==> src/rtl/nn_neuron_sequencer.sv <==
// nn_neuron_sequencer: turns one neuron command into its CLR/LD/MAC/SINN/ST instruction stream
module nn_neuron_sequencer #(
  parameter int LOAD_NOPS = 1
) (
  input  logic        clk,
  input  logic        reset_n,
  input  logic        cmd_valid,
  output logic        cmd_ready,
  input  logic [7:0]  cmd_n,
  input  logic        cmd_last,
  output logic        instr_valid,
  input  logic        instr_ready,
  output logic [15:0] instr,
  output logic        busy,
  output logic        halted
);
  typedef enum logic [3:0] {
    IDLE, CLR, LDX, LDW, NOP, MAC, INCX, INCW, ACT, STO, INCO, HALT, DONE
  } state_t;
  localparam logic [1:0] nop_last = 2'(LOAD_NOPS - 1);
  state_t state, state_nx;
  logic [7:0] rem;
  logic [1:0] nop_cnt;
  logic last_q;
  logic fire, cmd_fire;
  logic [15:0] instr_nx;
  logic valid_nx, busy_nx;
  assign fire = instr_valid & instr_ready;
  assign cmd_fire = cmd_valid & cmd_ready;
  always_ff @(posedge clk or negedge reset_n)
    if (!reset_n) state <= IDLE;
    else state <= state_nx;
  always_comb begin
    state_nx = state;
    case (state)
      IDLE: state_nx = cmd_fire ? CLR : IDLE;
      CLR:  if (fire) state_nx = (rem != 8'd0) ? LDX : ACT;
      LDX:  if (fire) state_nx = LDW;
      LDW:  if (fire) state_nx = (LOAD_NOPS == 0) ? MAC : NOP;
      NOP:  if (fire && nop_cnt == nop_last) state_nx = MAC;
      MAC:  if (fire) state_nx = INCX;
      INCX: if (fire) state_nx = INCW;
      INCW: if (fire) state_nx = (rem == 8'd1) ? ACT : LDX;
      ACT:  if (fire) state_nx = STO;
      STO:  if (fire) state_nx = INCO;
      INCO: if (fire) state_nx = last_q ? HALT : IDLE;
      HALT: if (fire) state_nx = DONE;
      DONE: state_nx = DONE;
      default: state_nx = IDLE;
    endcase
  end
  // Outputs are decoded from the next state and registered, so they are Moore and glitch-free
  always_comb begin
    instr_nx = 16'h0000;
    case (state_nx)
      CLR:  instr_nx = 16'h1300;
      LDX:  instr_nx = 16'hE410;
      LDW:  instr_nx = 16'hE520;
      MAC:  instr_nx = 16'h4345;
      INCX: instr_nx = 16'h9111;
      INCW: instr_nx = 16'h9221;
      ACT:  instr_nx = 16'h3330;
      STO:  instr_nx = 16'hF360;
      INCO: instr_nx = 16'h9661;
      HALT: instr_nx = 16'hB000;
      default: instr_nx = 16'h0000;
    endcase
    valid_nx = (state_nx != IDLE) && (state_nx != DONE);
    busy_nx = valid_nx && (state_nx != HALT);
  end
  always_ff @(posedge clk or negedge reset_n)
    if (!reset_n) begin
      instr <= 16'h0000;
      instr_valid <= 1'b0;
      cmd_ready <= 1'b1;
      busy <= 1'b0;
      halted <= 1'b0;
    end else begin
      instr <= instr_nx;
      instr_valid <= valid_nx;
      cmd_ready <= state_nx == IDLE;
      busy <= busy_nx;
      halted <= state_nx == DONE;
    end
  always_ff @(posedge clk or negedge reset_n)
    if (!reset_n) begin
      rem <= 8'd0;
      nop_cnt <= 2'd0;
      last_q <= 1'b0;
    end else begin
      if (cmd_fire) begin
        rem <= cmd_n;
        last_q <= cmd_last;
      end else if (state == INCW && fire) rem <= rem - 8'd1;
      nop_cnt <= (state == NOP && fire) ? nop_cnt + 2'd1 : 2'd0;
    end
endmodule

==> config.mk <==
export PLATFORM = sky130hd
export DESIGN_NAME = nn_neuron_sequencer
export DESIGN_NICKNAME = d
export VERILOG_FILES = /design/src/rtl/nn_neuron_sequencer.sv
export SDC_FILE = /design/constraint.sdc
export NUM_CORES = 1
export LEC_CHECK = 0
export BUFFER_PORTS_ARGS = -buffer_cell sky130_fd_sc_hd__buf_2
export CORE_UTILIZATION = 35
export DETAILED_ROUTE_END_ITERATION = 7
export HOLD_SLACK_MARGIN = 0.1
export PLACE_DENSITY = 0.6
export SYNTH_ARGS = -nofsm -noshare
export SYNTH_HDL_FRONTEND = slang
export SYNTH_SLANG_ARGS = --single-unit
==> constraint.sdc <==
create_clock -name clk -period 2.7 [get_ports clk]
set_input_delay 0.27 -clock clk [delete_from_list [all_inputs] [get_ports clk]]
set_output_delay 0.27 -clock clk [all_outputs]
set_load 0.005 [all_outputs]
Word level (Yosys, flattened, before mapping):

Memory sizes are Yosys's and may differ from the RTL's. A register that Yosys moved wholly into a read port is not among the register bits.
Cells that the tools add are included.

* $add $sub $neg: 2
* mux-type cells: 19
* bitwise operators: 2
* reductions and logical operators: 12
* eq/ne operators: 16

Operators by type and width (number)
* two-way mux 4 bit: 14
* one-hot mux 4 bit (13 select lines): 1
* == test 4 bit (second input constant): 6
* == test 4 x 3 -> 1 bit (second input constant): 4
* two-way mux 8 bit: 2
* == test 4 x 2 -> 1 bit (second input constant): 2
* == test 8 x 1 -> 1 bit (second input constant): 1
* logical NOT 4 bit: 2
* != test 4 bit (second input constant): 2
* nonzero test 8 bit: 1
* subtractor 8 x 1 -> 8 bit (second input constant): 1
* logical AND 1 bit: 5
* == test 4 x 1 -> 1 bit (second input constant): 1
* nonzero test 4 bit: 1
* adder 2 x 1 -> 2 bit (second input constant): 1
* bitwise AND 1 bit: 2
* logical NOT 2 bit: 1
* two-way mux 2 bit: 1
* nonzero test 2 bit: 1
* logical NOT 1 bit: 1
* two-way mux 1 bit: 1

* output and inout bits: 20
* bits in registers: 35
* ROM bits: 192
* memories: 1
* input bits: 13
* logic and storage cells: 61

Memories
* (no name shown): words 16, bits a word 12, rd ports 1, clocked after Yosys merged registers in 1, write ports 0, line 55 `case (state_nx)`

Logic depth before layout (Yosys ltp):

* word-level depth: 7
* mapped depth: 10
* mapped depth without buffers: 10

Worst setup path after synthesis:

No wires, ideal clock.

* path type: register to register
* from: reg state[1]
* to: reg instr[8]
* required time: 2.570 ns
* stages on the path, launching flop included: 10
* setup time: 0.130 ns
* arrival: 2.072 ns
* buffers on the path: 1
* setup slack: 0.498 ns
* clock period less this slack: 2.202 ns
* cells stage by stage: dfrtp_1 buf_2 nor2b_1 o21a_1 a2111oi_2 nor2_1 ha_1 and2_1 nor3_1 o22ai_1

* longest elaborated chain between the ends: 2
* elaborated cells on any way between the ends: 25
* those cells by class: eq/ne (12); mux (12); reduce/logical (1)

Ends and longest elaborated chain
* start, declared: line 21 `state_t state, state_nx;`
* start signal, assigned: line 32 `else state <= state_nx;`
* == test 4 bit (tied with other cells): line 35 `case (state)`
* one-hot mux 4 bit (13 select lines) (*): line 35
* end, declared: line 13 `output logic [15:0] instr,`

Every way passes the cells marked *; elsewhere a longest branch is shown, timed or not.
A chain may end at the register's enable or synchronous reset.

Worst setup path in the final report:

* from: reg state[1]
* to: reg busy

* longest elaborated chain between the ends: 5
* elaborated cells on any way between the ends: 30
* those cells by class: eq/ne (14); mux (12); reduce/logical (4)

Ends and longest elaborated chain
* == test 4 bit (tied with other cells): line 35
* one-hot mux 4 bit (13 select lines) (*): line 35
* != test 4 bit / nonzero test 4 bit (equally long branches): line 68 `valid_nx = (state_nx != IDLE) && (state_nx != DONE);`
* logical AND 1 bit: line 68
* logical AND 1 bit (*): line 69 `busy_nx = valid_nx && (state_nx != HALT);`
* named net busy_nx: line 27 `logic valid_nx, busy_nx;`
* end signal, assigned: line 82 `busy <= busy_nx;`
* end, declared: line 14 `output logic busy,`

Mark *: on every way through the listed nets, which the timed path passes. The rest lies on a longest branch.

==> impl_metrics.tcl <==
set metrics [dict create \
    timing.fmax_mhz 416 \
    grt_pass1_vias 1275 \
    min_period_ps 2400 \
    drtPass1Iterations 4 \
    cp_data_arrival_time_ps 2580 \
    core-area_um2 4790 \
    grtUsageTotal_pct 15.5 \
    overflow 0 \
    clk_latency_ps 280 \
    drc 0 \
    cts_tree "done" \
    critPathKind "register to register" \
    nets 236 \
    vias 1373 \
    synth_cell_type_count 53 \
    die_width_um 72.9 \
    drive_above_1_share_pct 24.4 \
    synth_seq_area_share_pct 44.2 \
    hpwl_um 2570 \
    antenna_found_initial 0 \
    max-cap-violations 0 \
    cp_cell_sequence "nor2b_1 -> o21a_1 -> a2111oi_2 -> nor2_1 -> ha_1 -> inv_1 -> nor3_1 -> a211oi_1" \
    drtIter0Drc 53 \
    period_share_pct 89.0 \
    tightest_slew_ps 674 \
    synth.top_cell.area_share_pct 42.7 \
    synthTopCellsByArea "dfrtp_1, ha_1, nand2_1" \
    cts_buffer_depth 2 \
    fillers 482 \
    sequentialPowerShare_pct 36.3 \
    root_buffer "clkbuf_8" \
    crit_fanout 9 \
    synth_ff_type "dfrtp_1" \
    h-tree-depth 2 \
    wl_um 3640 \
    grt_first_pass_wirelength_um 6130 \
    p_per_area_nw_per_um2 1120 \
    leakagePower_nw 0.942 \
    place_congestion 0.797 \
    ios 33 \
    initial_core_util_pct 36.8 \
    p_sw_share_pct 41.1 \
    slowest_delay_ps 520 \
    worstPathRequired_ps 2880 \
    vias_per_cell 4.90 \
    post_cts_buffers 0 \
    crit_slowest_cell "a2111oi_2" \
    ant_nets 0 \
    synth_top_cell_by_area "dfrtp_1" \
    wl_per_cell_um 13.0 \
    netlist_instances 183 \
    portBuffers 28 \
    synth_edf_count 0 \
    cts_resized 0 \
    area_growth_pct 17.0 \
    synthArstFlopShare_pct 100 \
    switching_power_mw 0.950 \
    cp.buffers_inverters 1 \
    fp.dieH_um 72.9 \
    setup_violations 0 \
    cp-start-kind "register" \
    skew_ps 8.17 \
    dieArea_um2 5310 \
    status "completed" \
    pwr-share-comb_pct 46.2 \
    p_int_mw 1.36 \
    slew_viol_final 0 \
    crit_path_end_kind "register" \
    ys.warnings.count 0 \
    clock_power_share_pct 17.5 \
    n_antenna_cell 0 \
    clkSlewWorstSetupHoldPaths_ps 70 \
    vdd.ir_drop.worst_v 0.000489 \
    rsz0062_at_grt "false" \
    setup_tns_ps 0 \
    finalPower_mw 2.31 \
    cts_buffers 5 \
    cts_sinks 31 \
    synth.ff_latch_count 31 \
    grt_max_degree 32 \
    slew_headroom_pct 55.0 \
    netlist_area_um2 1760 \
    path_delay_family "compound AO/OA/AOI/OAI gates" \
    hold_path.class "input pin to register" \
    synth.avg_cell_area_um2 9.61 \
    fp-row-count 25 \
    hold_viol_final 0 \
]
[cell families after synthesis]
family,Yosys count,synth area share (%)
AO/OA/AOI/OAI,45,16.9
XOR/XNOR,7,3.49
adder cells (fa/ha/maj),11,7.82
buffers and inverters,23,6.12
flip-flops,31,44.2
multiplexers,3,2.13
other,1,0.213
AND/OR/NAND/NOR,62,19.1
[what timing repair did]
item,in CTS,in global routing
hold buffers,1,0
endpoints found under the hold margin,30,0
setup endpoints to repair,0,0
[cells in the mapped netlist (2+ instances only)]
master and count:
nand3b_1 2, buf_2 4, o21ai_0 14, dfrtp_1 30
o2111ai_1 2, mux2_2 2, ha_1 11, nand3_1 3
nand2_1 19, a31o_2 2, and3_1 3, nor2_1 12
clkbuf_1 4, xnor2_1 2, nor3_1 4, xor2_1 5
o22ai_1 2, inv_1 9, a21o_1 2, a21oi_1 7
and2_1 2, nor2b_1 4, o31ai_1 2, nand2b_1 3
o21ai_1 2, buf_4 4
[registers in the layout, summed over array words and instances (netlist names)]
name and count:
halted 1, state 4, busy 1, instr_valid 1
nop_cnt 2, last_q 1, cmd_ready 1, instr 12
rem 8
[power by group through the flow]
| stage | combinational, mW | sequential [mW] | clock [mW] |
|---|---|---|---|
| after floorplan | 0.812 | 0.790 | 0 |
| after global placement | 1.06 | 0.848 | 0 |
| after detailed placement | 1.07 | 0.843 | 0 |
| after CTS | 1.08 | 0.839 | 0.426 |
| after global routing | 1.21 | 0.868 | 0.442 |
| final | 1.07 | 0.840 | 0.404 |
[placed cells by master, fill, tap and decap left out, types with 2 or more instances in the layout]
master / instances
o2111ai_1: 2
buf_4: 2
mux2_2: 2
buf_2: 28
conb_1: 4
dfrtp_1: 30
inv_1: 9
o21ai_0: 14
nand3b_1: 2
nand2b_1: 3
nor2b_1: 4
a21o_1: 2
and3_1: 3
nor2_1: 12
a21oi_1: 7
and2_1: 2
o21ai_1: 2
o22ai_1: 2
nor3_1: 4
ha_1: 11
xnor2_1: 2
xor2_1: 5
nand2_1: 19
a31o_2: 2
o31ai_1: 2
clkbuf_8: 7
nand3_1: 3
[worst paths after layout]
path	from	to	slack, ps	cells past startpoint
worst max register to register	state[1]	busy	300	8
worst min register to register	nop_cnt[0]	nop_cnt[0]	420	1
worst min-delay path	cmd_n[7]	rem[7]	190	3
min in group asynchronous	reset_n	rem[5]	560	2
max in group asynchronous	reset_n	state[0]	1700	2
worst max-delay path	state[1]	busy	300	8
[worst register-to-register path, stage by stage, from the launching register on]
cell and delay [ps]:
dfrtp_1 470, nor2b_1 170, o21a_1 180, a2111oi_2 520, nor2_1 200, ha_1 240, inv_1 150, nor3_1 120
a211oi_1 240
[layer usage]
| layer | up-vias | GRT usage (%) | share of wire, % |
|---|---|---|---|
| li1 | 686 | - | - |
| met2 | 27 | 23.5 | 48 |
| met5 | - | 0 | 0 |
| met3 | 8 | 3.87 | 4.0 |
| met4 | 0 | 7.84 | 2.1 |
| met1 | 652 | 20.5 | 46 |
[metrics by stage]
| stage | hold slack, ps | worst slack, ps | utilization (%) | instance area [um2] | std cells |
|---|---|---|---|---|---|
| 6_report | 185 | 297 | 43.0 | 2060 | 280 |
| 5_1_grt | 184 | 195 | 43.0 | 2060 | 280 |
| 4_1_cts | 175 | 345 | 43.0 | 2060 | 280 |
| 3_5_place_dp | 360 | 364 | 40.6 | 1940 | 271 |
| 3_3_place_gp | 357 | 391 | 40.6 | 1940 | 271 |
| 2_1_floorplan | -25.6 | 498 | - | 1770 | 186 |
[layout make-up]
class	instances	area [um2]	area share, %
clock inverter	1	7.51	0.365
tap	67	83.8	4.07
multi-input combinational	132	886	43.0
sequential	31	777	37.8
inverter	11	42.5	2.07
clock buffer	7	96.3	4.68
timing repair buffer	31	165	8.02
Power figures use the tool's default switching activity.
